--- src/rtl/serial_adder.sv ---
// Multi-cycle adder/subtractor that processes CHUNK bits per clock, LSB first.
// Operands arrive on a valid/ready handshake and the result is held until it is consumed.
module serial_adder #(
  parameter int WIDTH = 8,
  parameter int CHUNK = 1
) (
  input  logic             clk,
  input  logic             rst,
  input  logic             in_valid,
  output logic             in_ready,
  input  logic [WIDTH-1:0] a,
  input  logic [WIDTH-1:0] b,
  input  logic             cin,
  input  logic             sub,
  output logic             out_valid,
  input  logic             out_ready,
  output logic [WIDTH-1:0] sum,
  output logic             cout,
  output logic             ovf
);

  localparam int N  = WIDTH / CHUNK;
  localparam int CW = (N > 1) ? $clog2(N) : 1;

  typedef enum logic [1:0] {IDLE, RUN, DONE} state_t;

  state_t           r_state;
  state_t           w_state_next;
  logic [WIDTH-1:0] r_a;
  logic [WIDTH-1:0] r_b;
  logic             r_c;
  logic [CW-1:0]    r_cnt;
  logic [WIDTH-1:0] r_res;
  logic [WIDTH-1:0] r_sum;
  logic             r_cout;
  logic             r_ovf;
  logic             r_out_valid;

  logic             w_accept;
  logic             w_last;
  logic [CHUNK:0]   w_chunk_sum;
  logic             w_cmsb;
  logic [WIDTH-1:0] w_res_next;

  assign in_ready  = (r_state == IDLE) && !rst;
  assign w_accept  = in_valid && in_ready;
  assign w_last    = (r_cnt == CW'(N - 1));
  assign out_valid = r_out_valid;
  assign sum       = r_sum;
  assign cout      = r_cout;
  assign ovf       = r_ovf;

  assign w_chunk_sum = {1'b0, r_a[CHUNK-1:0]} + {1'b0, r_b[CHUNK-1:0]} + {{CHUNK{1'b0}}, r_c};
  // Carry into the chunk's top bit recovered from its sum bit and operand bits.
  assign w_cmsb      = r_a[CHUNK-1] ^ r_b[CHUNK-1] ^ w_chunk_sum[CHUNK-1];
  assign w_res_next  = (r_res >> CHUNK) | (WIDTH'(w_chunk_sum[CHUNK-1:0]) << (WIDTH - CHUNK));

  always_comb begin
    w_state_next = r_state;
    case (r_state)
      IDLE:    if (w_accept) w_state_next = RUN;
      RUN:     if (w_last) w_state_next = DONE;
      DONE:    if (out_ready) w_state_next = IDLE;
      default: w_state_next = IDLE;
    endcase
  end

  always_ff @(posedge clk) begin
    if (rst) begin
      r_state     <= IDLE;
      r_a         <= '0;
      r_b         <= '0;
      r_c         <= 1'b0;
      r_cnt       <= '0;
      r_res       <= '0;
      r_sum       <= '0;
      r_cout      <= 1'b0;
      r_ovf       <= 1'b0;
      r_out_valid <= 1'b0;
    end else begin
      r_state <= w_state_next;
      case (r_state)
        IDLE: begin
          if (w_accept) begin
            r_a   <= a;
            r_b   <= sub ? ~b : b;
            r_c   <= sub | cin;
            r_cnt <= '0;
          end
        end
        RUN: begin
          r_a   <= r_a >> CHUNK;
          r_b   <= r_b >> CHUNK;
          r_c   <= w_chunk_sum[CHUNK];
          r_res <= w_res_next;
          r_cnt <= r_cnt + CW'(1);
          if (w_last) begin
            r_sum       <= w_res_next;
            r_cout      <= w_chunk_sum[CHUNK];
            r_ovf       <= w_cmsb ^ w_chunk_sum[CHUNK];
            r_out_valid <= 1'b1;
          end
        end
        DONE: begin
          if (out_ready) r_out_valid <= 1'b0;
        end
        default: ;
      endcase
    end
  end

endmodule

--- config.mk ---
export PLATFORM = sky130hd
export DESIGN_NAME = serial_adder
export DESIGN_NICKNAME = d
export VERILOG_FILES = /design/src/rtl/serial_adder.sv
export SDC_FILE = /design/constraint.sdc
export NUM_CORES = 1
export LEC_CHECK = 0
export CAP_MARGIN = 20
export CORE_MARGIN = 10
export CORE_UTILIZATION = 51
export DETAILED_ROUTE_END_ITERATION = 6
export PLACE_DENSITY = 0.79
export SYNTH_ARGS = -nofsm -noshare
export SYNTH_HDL_FRONTEND = slang
export SYNTH_SLANG_ARGS = --single-unit
--- constraint.sdc ---
create_clock -name clk -period 1.8 [get_ports clk]
set_input_delay 0.45 -clock clk [delete_from_list [all_inputs] [get_ports clk]]
set_output_delay 0.45 -clock clk [all_outputs]
set_load 0.01 [all_outputs]
==> results of run 1 <==
==> layout make-up <==
class | instances | area (um2)
repair buffers | 44 | 408
fillers | 302 | 1150
clock inverters | 2 | 15.0
flip-flops and latches | 40 | 801
well taps | 46 | 57.6
multi-input cells | 146 | 856
clock buffers | 6 | 51.3
==> metrics by stage <==
step,instances,instance area [um2],util [%],total power [uW]
CTS,284,2190,65.7,1690
finish,284,2190,65.6,1670
global placement,276,2130,63.7,1200
detailed placement,276,2130,63.7,1210
floorplan,201,1770,-,1120
global route,284,2190,65.6,1770
==> worst min-delay path, cell delays in order (launching register included) <==
cell and delay (ns):
dfxtp_1 0.33, nand2_1 0.05, a21oi_1 0.05
==> cell families after synthesis <==
kind of cell	share of synthesized area [%]
buffers and inverters	6.17
xor gates and xnor gates	5.46
adders and majority gates	2.55
DFF	45.4
AOI/OAI and AO/OA	19.8
and+or+nand+nor	20.6
==> layer usage <==
layer	wire length, um	up-vias	track usage [%]
li1	-	759	-
met1	1680	674	14.6
met2	1740	30	21.6
met3	182	5	4.50
met4	48	0	4.30
met5	0	-	0
==> worst paths after layout <==
kind	to	slack (ns)
max	out_valid	0.08
min	sum[2]	0.46
max reg2reg	ovf	0.21
min reg2reg	sum[2]	0.46
==> sequential cells by signal, indices dropped and copies added (netlist names), 2 cells and up <==
name and count:
r_cnt 3, r_a 8, r_b 8, sum 8, r_res 7, r_state 2
==> synthesized netlist by cell type (2+ instances only) <==
cell type  instances  share of area, %
nand2_1           53                11
dfxtp_1           40                45
a21oi_1           23               6.5
nor2_1            16               3.4
xor2_1             8               4.0
a222oi_1           7               4.0
a311oi_1           6               3.0
buf_6              5               3.2
clkbuf_1           4              0.85
nor2b_1            4               1.4
o21ai_0            4               1.1
buf_2              3              0.85
buf_4              3               1.3
xnor2_1            3               1.5
a2bb2oi_1          2              0.99
and2_1             2              0.71
ha_1               2               1.4
nor2_2             2              0.71
==> what timing repair did <==
| action | 4_1_cts | 5_1_grt |
|---|---|---|
| hold endpoints to repair | 0 | 0 |
| buffers inserted | 0 | 0 |
| setup endpoints to repair | 1 | 1 |
| gates resized for setup | 1 | 2 |
| gates cloned | 0 | 0 |
| hold buffers | 0 | 0 |
| pin swaps | 0 | 0 |
==> power by group through the flow <==
stage          sequential (uW)  clock, uW  combinational, uW
2_1_floorplan              955          0                169
6_report                   941        487                244
3_3_place_gp               960          0                241
3_5_place_dp               961          0                247
5_1_grt                    946        547                274
4_1_cts                    941        502                247
==> results.tsv, run 1 <==
stage	metric	value	unit
setup_path	critPathSlowestCell	clkdlybuf4s50_1	
synth	synth_edf_count	0	
clock_tree	htreeDepth	2	
synth	synth-seq-cells	40	
floorplan	start_util	52.9	%
synth	synthArstFlopShare	0	%
floorplan	die_x	78.8	um
pwr	powerDensity	764	nW/um2
setup_path	arrival	1.27	ns
timing	slew-limit-headroom	73.1	%
synth	ys.flop_type	dfxtp_1	
pwr	p_sw	436	uW
worst_hold_path	whs_path_depth	2	
floorplan	row_count	21	
synth	synthCells	201	
clock_tree	numCtsBuffers	5	
detailed_routing	drc_errors	0	
clock_tree	cts.reportedPaths.clkPinSlew	0.12	ns
worst_hold_path	hold_class	reg -> reg	
global_routing	antenna_found_initial	0	
global_routing	globalRouteOverflowTotal	0	
setup_path	cp_slowest_stage_delay	0.55	ns
timing	setup_tns	0	ns
timing	rsz0062_at_grt	no	
pwr	leakagePower	0.000791	uW
setup_path	cp.depth	1	
timing	setup_viol	0	
detailed_routing	drt-initial-drc-count	148	
place	place.gp.congestion	0.739	
detailed_routing	drt-wirelength-per-cell	12.9	um
place	hpwl	2680	um
setup_path	startpoint_type	flop	
place	place_ws	-0.247	ns
floorplan	ios	34	
finish	drive_gt1_share	12.2	%
run	cap_violations	0	
detailed_routing	drt_wl_total	3650	um
finish	final_common_cell	nand2_1	
global_routing	grt_pass1_vias	1497	
detailed_routing	num_vias	1468	
timing	period_share	95.8	%
setup_path	crit_type	reg -> out	
setup_path	worstPathRequired	1.35	ns
floorplan	die_y	78.8	um
detailed_routing	drt_first_pass_iters	4	
place	io_buffer_count	33	
floorplan	die_area	6210	um2
clock_tree	clock_path_buffers	2	
setup_path	ff2ff_path_depth	5	
setup_path	reg2reg_from	r_state[0]	
setup_path	crit_chain	clkdlybuf4s50_1	
synth	synth_cell_type_count	32	
global_routing	track_usage	12.8	%
synth	syn_area_per_cell	8.78	um2
setup_path	crit_start	out_valid	
setup_path	crit_buf_inv	1	
pwr	internal_power	1240	uW
timing	hold_violations	0	
synth	synth_area	1770	um2
detailed_routing	ant_nets	0	
setup_path	path_delay_family	buffers and inverters	
synth	ys_warn_count	0	
worst_hold_path	hp-start	sum[2]	
finish	antenna_cells	0	
finish	fin_nets	262	
pwr	swShare	26.1	%
timing	clock.fmax	0.580	GHz
timing	drv_slew	0	
clock_tree	clk_latency	0.35	ns
pwr	pwr-share-seq	56.3	%
global_routing	grt_start_max_net_pins	23	
outcome	status	complete, no violations	
synth	synth_seq_area_share	45.4	%
clock_tree	cts_root_buf	clkbuf_4	
pwr	comb_power_share	14.6	%
synth	syn_nets	226	
detailed_routing	routed_via_density	5.17	
timing	timing.hold.ws	0.461	ns
floorplan	core	3340	um2
setup_path	path_max_fanout	3	
setup_path	end_kind	output pin	
global_routing	grt_pass1_wl	6560	um
timing	final.setup_skew	0.00848	ns
pwr	peakVddDrop	0.498	mV
pwr	pwr-share-clk	29.1	%
timing	tightestPinTransition	0.394	ns
timing	setup_ws	0.0755	ns
timing	period_needed	1.72	ns
finish	area_growth	24.0	%
finish	final_cell_mix	nand2_1 (53), dfxtp_1 (40), clkdlybuf4s50_1 (32)	
clock_tree	tritoncts	yes	
clock_tree	cts_sinks	40	
Power figures use the tool's default switching activity.
==> inputs of run 2 (changes only) <==
CAP_MARGIN = default   (was 20)
==> results of run 2 <==
No change in the layout: final DEF, timing and power equal those of run 1.
==> inputs of run 3 (changes only) <==
SLEW_MARGIN = 5   (was default)
==> results of run 3 <==
No change in the layout: final DEF, timing and power equal those of run 1.
